===== src/rtl/present_pkg.sv =====
// Shared PRESENT key-schedule definitions: S-box tables, rotation amount and FSM states.
// The PRE state exists only when PRESENT_KS_INV_EN is defined.
package present_pkg;

    localparam int ROT = 61;

    // Nibble i of each table holds the substitution for input value i.
    localparam logic [63:0] SBOX_TAB     = 64'h21748FE3DA09B65C;
    localparam logic [63:0] INV_SBOX_TAB = 64'hA970364BD21C8FE5;

    typedef enum logic [1:0] {
        IDLE = 2'd0,
        EMIT = 2'd1
`ifdef PRESENT_KS_INV_EN
        , PRE = 2'd2
`endif
    } ks_state_e;

    function automatic logic [3:0] sbox(input logic [3:0] x);
        return SBOX_TAB[{x, 2'b00} +: 4];
    endfunction

    function automatic logic [3:0] inv_sbox(input logic [3:0] x);
        return INV_SBOX_TAB[{x, 2'b00} +: 4];
    endfunction

endpackage


===== src/rtl/present_ks_round.sv =====
// One combinational PRESENT key-schedule step (forward, plus inverse when PRESENT_KS_INV_EN).
// The 128-bit schedule substitutes the two top nibbles and XORs the counter into a different field.
module present_ks_round
    import present_pkg::*;
#(
    parameter int KEY_W = 80
) (
    input  logic [KEY_W-1:0] key_in,
    input  logic [4:0]       rc,
    output logic [KEY_W-1:0] fwd_out
`ifdef PRESENT_KS_INV_EN
    ,
    output logic [KEY_W-1:0] inv_out
`endif
);

    localparam int RC_LO = (KEY_W == 128) ? 62 : 15;

    logic [KEY_W-1:0] rot_l;

    always_comb begin
        rot_l   = {key_in[KEY_W-1-ROT:0], key_in[KEY_W-1:KEY_W-ROT]};
        fwd_out = rot_l;
        fwd_out[KEY_W-1 -: 4] = sbox(rot_l[KEY_W-1 -: 4]);
        if (KEY_W == 128) begin
            fwd_out[KEY_W-5 -: 4] = sbox(rot_l[KEY_W-5 -: 4]);
        end
        fwd_out[RC_LO +: 5] = fwd_out[RC_LO +: 5] ^ rc;
    end

`ifdef PRESENT_KS_INV_EN
    logic [KEY_W-1:0] unmix;

    // Undo the forward step in reverse order: counter XOR, S-box, then rotation.
    always_comb begin
        unmix = key_in;
        unmix[RC_LO +: 5] = unmix[RC_LO +: 5] ^ rc;
        unmix[KEY_W-1 -: 4] = inv_sbox(key_in[KEY_W-1 -: 4]);
        if (KEY_W == 128) begin
            unmix[KEY_W-5 -: 4] = inv_sbox(key_in[KEY_W-5 -: 4]);
        end
        inv_out = {unmix[ROT-1:0], unmix[KEY_W-1:ROT]};
    end
`endif

endmodule


===== src/rtl/present_keysched.sv =====
// PRESENT round-key generator streaming ROUNDS+1 keys over a valid/ready handshake.
// Define PRESENT_KS_INV_EN to add the dec port and reverse-order (decryption) schedules.
module present_keysched
    import present_pkg::*;
#(
    parameter int KEY_W  = 80,
    parameter int ROUNDS = 31
) (
    input  logic             CK,
    input  logic             RN,
    input  logic             start,
    input  logic [KEY_W-1:0] key,
`ifdef PRESENT_KS_INV_EN
    input  logic             dec,
`endif
    output logic [63:0]      rk,
    output logic [5:0]       rk_idx,
    output logic             rk_valid,
    input  logic             rk_ready,
    output logic             busy,
    output logic             done
);

    if (!(KEY_W == 80 || KEY_W == 128)) begin : g_bad_key_w
        $error("present_keysched: KEY_W must be 80 or 128");
    end
    if (ROUNDS < 1 || ROUNDS > 31) begin : g_bad_rounds
        $error("present_keysched: ROUNDS must be in 1..31");
    end

    localparam logic [5:0] LAST_IDX = 6'(ROUNDS + 1);

    ks_state_e        state_q, state_d;
    logic [KEY_W-1:0] key_q, key_d;
    logic [5:0]       idx_q, idx_d;
    logic             done_q, done_d;
    logic [4:0]       rc;
    logic [KEY_W-1:0] fwd_key;

`ifdef PRESENT_KS_INV_EN
    logic             dec_q, dec_d;
    logic [KEY_W-1:0] inv_key;
`endif

    present_ks_round #(.KEY_W(KEY_W)) u_round (
        .key_in  (key_q),
        .rc      (rc),
        .fwd_out (fwd_key)
`ifdef PRESENT_KS_INV_EN
        ,
        .inv_out (inv_key)
`endif
    );

    always_comb begin
        state_d = state_q;
        key_d   = key_q;
        idx_d   = idx_q;
        done_d  = 1'b0;
        rc      = idx_q[4:0];
`ifdef PRESENT_KS_INV_EN
        dec_d   = dec_q;
        // Going backwards from key i needs the counter used to produce it, i.e. i-1.
        if (dec_q && state_q == EMIT) begin
            rc = idx_q[4:0] - 5'd1;
        end
`endif
        case (state_q)
            IDLE: begin
                if (start) begin
                    key_d   = key;
                    idx_d   = 6'd1;
                    state_d = EMIT;
`ifdef PRESENT_KS_INV_EN
                    dec_d   = dec;
                    if (dec) begin
                        state_d = PRE;
                    end
`endif
                end
            end
`ifdef PRESENT_KS_INV_EN
            PRE: begin
                key_d = fwd_key;
                idx_d = idx_q + 6'd1;
                if (idx_q == 6'(ROUNDS)) begin
                    state_d = EMIT;
                end
            end
`endif
            EMIT: begin
                if (rk_ready) begin
`ifdef PRESENT_KS_INV_EN
                    if (dec_q) begin
                        if (idx_q == 6'd1) begin
                            state_d = IDLE;
                            done_d  = 1'b1;
                        end else begin
                            key_d = inv_key;
                            idx_d = idx_q - 6'd1;
                        end
                    end else
`endif
                    if (idx_q == LAST_IDX) begin
                        state_d = IDLE;
                        done_d  = 1'b1;
                    end else begin
                        key_d = fwd_key;
                        idx_d = idx_q + 6'd1;
                    end
                end
            end
            default: state_d = IDLE;
        endcase
    end

    always_ff @(posedge CK) begin
        if (RN) begin
            state_q <= IDLE;
            key_q   <= '0;
            idx_q   <= '0;
            done_q  <= 1'b0;
`ifdef PRESENT_KS_INV_EN
            dec_q   <= 1'b0;
`endif
        end else begin
            state_q <= state_d;
            key_q   <= key_d;
            idx_q   <= idx_d;
            done_q  <= done_d;
`ifdef PRESENT_KS_INV_EN
            dec_q   <= dec_d;
`endif
        end
    end

    assign rk       = key_q[KEY_W-1 -: 64];
    assign rk_idx   = idx_q;
    assign rk_valid = (state_q == EMIT);
    assign busy     = (state_q != IDLE);
    assign done     = done_q;

endmodule


===== config.mk =====
export PLATFORM = sky130hd
export DESIGN_NAME = present_keysched
export DESIGN_NICKNAME = d
export VERILOG_FILES = /design/src/rtl/present_pkg.sv /design/src/rtl/present_ks_round.sv /design/src/rtl/present_keysched.sv
export SDC_FILE = /design/constraint.sdc
export NUM_CORES = 1
export LEC_CHECK = 0
export ABC_AREA = 1
export CORE_ASPECT_RATIO = 1.1
export CORE_MARGIN = 2
export CORE_UTILIZATION = 25
export DETAILED_ROUTE_END_ITERATION = 8
export SYNTH_ARGS = -nofsm -noshare
export SYNTH_HDL_FRONTEND = slang
export SYNTH_SLANG_ARGS = --single-unit

===== constraint.sdc =====
create_clock -name CK -period 3.9 [get_ports CK]
set_clock_uncertainty 0.1 [all_clocks]
set_input_delay 0.78 -clock CK [delete_from_list [all_inputs] [get_ports CK]]
set_output_delay 0.78 -clock CK [all_outputs]
set_load 0.01 [all_outputs]

==> out/results.ini, run 1 <==
[route]
wirelength_um = 16030
ant_nets = 0
initialDrtViolationCount = 323
drc_errors = 0
firstDrtPassIters = 4
num_vias = 4602
viasPerCell = 4.289
detail_route.wl_per_cell_um = 14.94

[sta]
hold_violations = 0
relSlewSlack = 0.5616
tightest_slew_ns = 0.6577
rsz0062_at_grt = false
max_freq_mhz = 368.5
setup_viol = 0
worst_slack_ns = 1.186
period_share = 0.6958
fin_hold_ws_ns = 0.3630
period_minus_slack_ns = 2.714
slew_violations = 0
tns_ns = 0

[critical_path]
critical-path-top-delay-family = buffers and inverters
slowest_stage = inv_2
critical_path_class = flop to flop
critPathBufInv = 4
setup.worst_path.start_class = flop
cp_common_cell = nor2_1
r2r_cells = 11
crit_chain = inv_1, ha_1, inv_1, nor2_1, nand3_2, nand3_4, inv_2, buf_12, nand2_1, nor2_1, nor2_1
worstPathArrival_ns = 2.85
endpoint_kind = flop
cp_slowest_stage_delay_ns = 0.58
cp.depth = 11
crit_required_ns = 4.04
crit_fanout = 36

[cells_and_area]
final_common_cell = nand2_1
layout.nets = 912
drive_above_1_share = 0.03874
final_core_util = 0.3363
diodes = 0
syn2layout_area_growth_pct = 31.44
final_cell_mix = nand2_1, clkdlybuf4s50_1, dfxtp_1

[place]
pre_cts_ws_ns = 0.7957
hpwlAfterDp_um = 11610
place.gp.congestion = 0.8066
portBuffers = 156

[synth]
avgSynthCellArea_sq_um = 6.469
synth_cells = 758
yosys.area.top_type_share = 0.3593
yosys.area.top_type = dfxtp_1
syn_area_sq_um = 4903
syn_nets = 849
netlist_top_cells_area = dfxtp_1, nand2_1, buf_4
yosysWarnings = 0
ys_types = 23
synth_seq_area_share = 0.3593
ys_ff_latch = 88

[grt]
grtUsageTotal = 0.1545
grt_pass1_vias = 4385
gr-total-overflow = 0
grt_max_degree = 84
antenna_found_initial = 1
grt_pass1_wl_um = 24160

[power_and_ir_drop]
power_mw = 2.584
powerDensity_nw_per_um2 = 401.0
p_leak_nw = 2.720
worst_ir_drop_vdd_v = 0.0002068

[clock_network]
cts_hold_buf = 0
cts_resized = 0
clk_latency_ns = 0.34
cts_tree = yes
cts.sinks = 88
clock_path_buffers = 2
htreeDepth = 3
numCtsBuffers = 9
cts_root_buf = clkbuf_16
post_cts_buffers = 0
clk_pin_slew_ns = 0.06

[hold_path]
whs_path_depth = 2
holdCritPathClass = flop to flop

[die]
pin_count = 157
die-area_sq_um = 20750
core_sq_um = 19160
rows = 53
initial_utilization = 0.2559
fp.dieH_um = 150.9
die_w_um = 137.5

[outcome]
outcome = finished clean

[job]
max-cap-violations = 0

-- state kept, by name, indices dropped and copies added, names as in the netlist --
signal   flops
key_q       80
rk_idx       6
done         1
state_q      1
-- metal layers --
layer | vias to the layer above | share of wire | track usage | wire length (um)
li1 | 2427 | - | - | -
met1 | 2028 | 0.46 | 0.2064 | 7348
met5 | - | 0 | 0 | 0
met2 | 131 | 0.46 | 0.2450 | 7371
met4 | 0 | 0.016 | 0.04124 | 258
met3 | 16 | 0.066 | 0.04217 | 1050
-- worst register-to-register path: stages (launching register included) --
cell     delay (ns)
dfxtp_1        0.51
inv_1          0.15
ha_1           0.23
inv_1          0.06
nor2_1         0.04
nand3_2        0.14
nand3_4        0.32
inv_2          0.59
buf_12         0.25
nand2_1        0.07
nor2_1         0.10
nor2_1         0.06
-- stage by stage --
step	std cells	area, sq um
after floorplan	758	4903
after global placement	1057	6112
after detailed placement	1057	6112
after CTS	1073	6445
after global routing	1073	6445
final	1073	6445
-- layout make-up --
| type | count | area, sq um |
|---|---|---|
| fill | 2074 | 12720 |
| multi-input combinational | 515 | 2241 |
| sequential | 88 | 1763 |
| timing repair buffer | 163 | 1634 |
| tap | 247 | 309.0 |
| clock buffer | 12 | 256.5 |
| inverter | 44 | 165.2 |
| clock inverter | 4 | 76.32 |
-- cell families (layout without fill, tap and decap cells) --
family | Yosys count | after routing | share of synthesized area
adders and majority gates | 7 | 7 | 0.01786
buffers and inverters | 155 | 223 | 0.1837
xor gates and xnor gates | 2 | 2 | 0.003573
and+or+nand+nor | 364 | 364 | 0.2904
AOI/OAI and AO/OA | 142 | 142 | 0.1452
DFF | 88 | 88 | 0.3593
-- synthesized netlist by cell type --
cell and count:
nand3_4 1, nand2_1 322, xnor2_1 1, xor2_1 1, or2_2 3, a31oi_1 1
o21ai_0 57, inv_1 43, buf_4 67, a21oi_1 84, ha_1 7, nor2_1 20
nor3_1 1, or2_4 1, buf_2 12, nand4_1 3, clkbuf_1 25, buf_6 7
nand3_1 11, or2_1 1, inv_2 1, dfxtp_1 88, nand3_2 1
-- worst paths after layout --
kind,slack (ns),startpoint,endpoint
worst min-delay path,0.36,key_q[50],key_q[50]
worst max register to register,1.19,rk_idx[0],key_q[78]
worst max-delay path,1.19,rk_idx[0],key_q[78]
worst min register to register,0.36,key_q[50],key_q[50]
-- power by group --
| part | total, mW | internal, mW | switching (mW) |
|---|---|---|---|
| registers | 1.04 | 0.972 | 0.0649 |
| logic | 0.575 | 0.273 | 0.302 |
| clock network | 0.973 | 0.598 | 0.375 |
| total | 2.58 | 1.84 | 0.742 |
Power figures use the tool's default switching activity.
==> inputs of run 2 (changes only) <==
==> constraint.sdc (replaced) <==
create_clock -name CK -period 2.6 [get_ports CK]
set_clock_uncertainty 0.1 [all_clocks]
set_input_delay 0.52 -clock CK [delete_from_list [all_inputs] [get_ports CK]]
set_output_delay 0.52 -clock CK [all_outputs]
set_load 0.01 [all_outputs]
==> out/results.ini, run 2 (same netlist as run 1, synthesis figures left out) <==
[outcome]
outcome = finished clean

[place]
place.gp.congestion = 0.8288
hpwlAfterDp_um = 11940
portBuffers = 156
dpl_cell_area_sq_um = 6165

[power_and_ir_drop]
power.switching_mw = 1.138
powerDensity_nw_per_um2 = 618.2
worst_ir_drop_vdd_v = 0.0003566
switching_share = 0.2819
intPower_mw = 2.900
clock_power_share = 0.396
p_comb_frac = 0.220
p_leak_nw = 2.774
pwr-share-seq = 0.384

[sta]
tightest_slew_ns = 0.6705
max_freq_mhz = 478.0
relSlewSlack = 0.5530
setup_viol = 0
period_minus_slack_ns = 2.092
slew_violations = 0
hold_violations = 0
rsz0062_at_grt = false
fin_hold_ws_ns = 0.3610
period_share = 0.8047
tns_ns = 0

[critical_path]
setup.worst_path.start_class = flop
crit_chain = clkdlybuf4s50_1
endpoint_kind = primary output
r2r_cells = 10
critical-path-top-delay-family = buffers and inverters
cp_slowest_stage_delay_ns = 0.61
r2r-end = key_q[21]
crit_fanout = 6
worstPathArrival_ns = 1.47
crit_required_ns = 1.98
r2r-start = rk_idx[1]
r2r_slack_ns = 0.64
slowest_stage = clkdlybuf4s50_1
critPathBufInv = 1
critical_path_class = flop to primary output

[clock_network]
cts_root_buf = clkbuf_16
clock_path_buffers = 2
cts.sinks = 88
cts_hold_buf = 0
cts_tree = yes
numCtsBuffers = 9
post_cts_buffers = 0
clk_pin_slew_ns = 0.07
htreeDepth = 3
clk_latency_ns = 0.35
cts_resized = 0

[cells_and_area]
final_common_cell = nand2_1
fill_cells = 2043
largest_reg_flops = 80
multi_input_area_sq_um = 2241
final_cell_mix = nand2_1, clkdlybuf4s50_1, dfxtp_1
regMostFlops = key_q
final_core_util = 0.3409
drive_above_1_share = 0.04802
post-route-cell-area_sq_um = 6533
layout.nets = 919
ff_latch_area_sq_um = 1763
syn2layout_area_growth_pct = 33.22

[route]
viasPerCell = 4.401
initialDrtViolationCount = 290
detail_route.wl_per_cell_um = 15.23
num_vias = 4757
wirelength_um = 16460
drc_errors = 0
firstDrtPassIters = 4
ant_nets = 0

[die]
rows = 53
initial_utilization = 0.2559
die_w_um = 137.5
pin_count = 157
die-area_sq_um = 20750
core_sq_um = 19160
fp.dieH_um = 150.9

[grt]
grt_max_degree = 56
grt.busiest_layer = met2
grtUsageTotal = 0.1601
gr-total-overflow = 0
use_met3 = 0.03983
antenna_found_initial = 1
grt_use_met2 = 0.2525
grtUsageMet1 = 0.2107
grt_pass1_wl_um = 25290
grt_pass1_vias = 4609

[hold_path]
whs_path_depth = 2
holdCritPathClass = flop to flop
hold_start = key_q[61]
whs_endpoint = key_q[61]

[job]
max-cap-violations = 0

## run 2: changes by cell type in the layout (fill, tap and decap cells not counted)
cell / previous run / this run
buf_4: 5 / 12
bufinv_16: 2 / 3
clkbuf_1: 1 / 0
clkbuf_8: 2 / 3
clkinvlp_4: 1 / 0
diode_2: 0 / 1
## run 2: stage by stage
stage | power [mW] | setup WS, ns | std cells
floorplan | 2.126 | 0.8501 | 758
global placement | 2.470 | 0.4122 | 1064
detailed placement | 2.475 | 0.3685 | 1064
CTS | 4.084 | 0.4879 | 1080
global route | 4.234 | 0.4376 | 1080
finish | 4.038 | 0.5078 | 1081
## run 2: per-layer routing
metal	vias to the layer above	routed length, um
li1	2445	-
met4	0	383
met3	22	978
met5	-	0
met1	2171	7700
met2	119	7396
## run 2: layout make-up
class | instances | share of cell area
diodes | 1 | 0.0003831
clock buffers | 12 | 0.04080
clock inverters | 4 | 0.01513
inverters | 44 | 0.02528
multi-input cells | 515 | 0.3430
flip-flops and latches | 88 | 0.2699
well taps | 247 | 0.04731
repair buffers | 170 | 0.2582
## run 2: tightest hold or removal path, cell delays in order, from the launching register on
cell     delay (ns)
dfxtp_1        0.31
inv_1          0.06
a21oi_1        0.05
## run 2: how the worst max path moves through the flow
stage                          from        end  slack (ns)  cells after the start
after global placement     rk_ready  key_q[72]        0.41                      8
final                     rk_idx[4]  rk_idx[4]        0.51                      1
after floorplan           rk_idx[0]  key_q[10]        0.85                     11
after global routing      rk_idx[4]  rk_idx[4]        0.44                      1
after CTS                 rk_idx[4]  rk_idx[4]        0.49                      1
after detailed placement   rk_ready  key_q[20]        0.37                      8
## run 2: power by group through the flow
stage / clock network, mW / logic, mW / registers (mW)
2_1_floorplan: 0 / 0.580 / 1.55
3_3_place_gp: 0 / 0.892 / 1.58
3_5_place_dp: 0 / 0.897 / 1.58
4_1_cts: 1.63 / 0.902 / 1.55
5_1_grt: 1.68 / 0.988 / 1.56
6_report: 1.60 / 0.890 / 1.55
==> inputs of run 3 (changes only) <==
==> constraint.sdc (replaced) <==
create_clock -name CK -period 1.86 [get_ports CK]
set_clock_uncertainty 0.1 [all_clocks]
set_input_delay 0.372 -clock CK [delete_from_list [all_inputs] [get_ports CK]]
set_output_delay 0.372 -clock CK [all_outputs]
set_load 0.01 [all_outputs]
==> out/results.ini, run 3 (same netlist as run 1, synthesis figures left out) <==
[route]
viasPerCell = 4.363
wl_met2_um = 7613
wl_met1_um = 7387
drc_errors = 0
highest_layer = met4
wirelength_um = 16160
firstDrtPassIters = 5
wl_met3_um = 991
initialDrtViolationCount = 218
num_vias = 4834
detail_route.wl_per_cell_um = 14.59
ant_nets = 0

[cells_and_area]
instances_no_fill = 1108
regMostFlops = key_q
syn2layout_area_growth_pct = 38.25
final_core_util = 0.3537
final_cell_mix = nand2_1, clkdlybuf4s50_1, a21oi_1, dfxtp_1, o21ai_0
final_common_cell = nand2_1
layout.nets = 946
fill_cells = 2086
drive_above_1_share = 0.08140
largest_reg_flops = 80

[place]
place.gp.congestion = 0.8575
pre_cts_ws_ns = -0.06926
dp_cells = 1090
hpwlAfterDp_um = 12320
portBuffers = 156

[clock_network]
cts_root_buf = clkbuf_16
numCtsBuffers = 9
clk_latency_ns = 0.35
clock_path_buffers = 2
htreeDepth = 3
cts_hold_buf = 0
clk_pin_slew_ns = 0.07
cts_tree = yes
cts.sinks = 88

[critical_path]
slowest_stage = clkdlybuf4s50_1
crit_chain = clkdlybuf4s50_1
crit_fanout = 3
critical_path_class = flop to primary output
endpoint_kind = primary output
critical-path-top-delay-family = buffers and inverters
crit_required_ns = 1.39
critPathBufInv = 1
cp_slowest_stage_delay_ns = 0.60
setup.worst_path.start_class = flop
worstPathArrival_ns = 1.35

[outcome]
outcome = finished clean

[grt]
gr-total-overflow = 0
grtUsageTotal = 0.1588
grt_pass1_wl_um = 25030
grt_pass1_vias = 4545
grt_max_degree = 56
antenna_found_initial = 1

[sta]
rsz0062_at_grt = false
tightest_slew_ns = 0.6495
relSlewSlack = 0.5670
hold_violations = 0
period_share = 0.9773
max_freq_mhz = 550.1
worst_slack_ns = 0.04226
setup_viol = 0
period_minus_slack_ns = 1.818
slew_violations = 0

[power_and_ir_drop]
powerDensity_nw_per_um2 = 830.8
power_mw = 5.632
p_leak_nw = 3.005
worst_ir_drop_vdd_v = 0.0005184

[die]
initial_utilization = 0.2559
rows = 53
pin_count = 157
die_w_um = 137.5
die-area_sq_um = 20750
core_sq_um = 19160
fp.dieH_um = 150.9

[hold_path]
holdCritPathClass = flop to flop

[job]
max-cap-violations = 0

[run 3: cell count changes in the layout (fill, tap and decap cells not counted), moves of 2 or more]
cell	change
buf_12	+3
buf_4	+24
clkbuf_8	-2
clkdlybuf4s50_1	-8
dfxtp_1	-3
dfxtp_4	+2
dlygate4sd2_1	+3
dlymetal6s2s_1	+5
[run 3: routing by layer]
metal | global-route usage | vias up
met4 | 0.03660 | 0
met2 | 0.2592 | 130
li1 | - | 2497
met3 | 0.04016 | 15
met1 | 0.2102 | 2192
met5 | 0 | -
[run 3: area by class of cell]
type | count | area [sq um] | area share
Multi-Input combinational cell | 515 | 2241 | 0.3306
Clock buffer | 10 | 239.0 | 0.03525
Clock inverter | 6 | 115.1 | 0.01698
Timing Repair Buffer | 197 | 1936 | 0.2855
Sequential cell | 88 | 1772 | 0.2614
Inverter | 44 | 165.2 | 0.02436
Antenna cell | 1 | 2.502 | 0.0003691
Tap cell | 247 | 309.0 | 0.04559
[run 3: metrics by stage]
| step | area [sq um] | hold slack (ns) | TNS, ns |
|---|---|---|---|
| 2_1_floorplan | 4903 | 0.3387 | 0 |
| 3_3_place_gp | 6397 | 0.3498 | -1.020 |
| 3_5_place_dp | 6397 | 0.3521 | -1.452 |
| 4_1_cts | 6753 | 0.3627 | 0 |
| 5_1_grt | 6777 | 0.3874 | 0 |
| 6_report | 6779 | 0.3612 | 0 |
[run 3: final timing paths]
| path | from | endpoint | slack [ns] | cells after the start |
|---|---|---|---|---|
| min | key_q[66] | key_q[66] | 0.36 | 2 |
| min reg2reg | key_q[66] | key_q[66] | 0.36 | 2 |
| max | key_q[30] | rk[14] | 0.04 | 1 |
| max reg2reg | rk_idx[0] | key_q[22] | 0.14 | 10 |
[run 3: power breakdown]
group          leakage (nW)  internal, mW  total [mW]  switching (mW)
Sequential            0.727          2.04        2.17           0.129
Clock                 0.169          1.36        2.16           0.803
Combinational          2.11         0.647        1.30           0.658
[run 3: what timing repair did]
| item | CTS | global route |
|---|---|---|
| setup buffers | 0 | 1 |
| setup endpoints to repair | 7 | 42 |
| resized for setup | 6 | 7 |
| pin swaps | 0 | 1 |
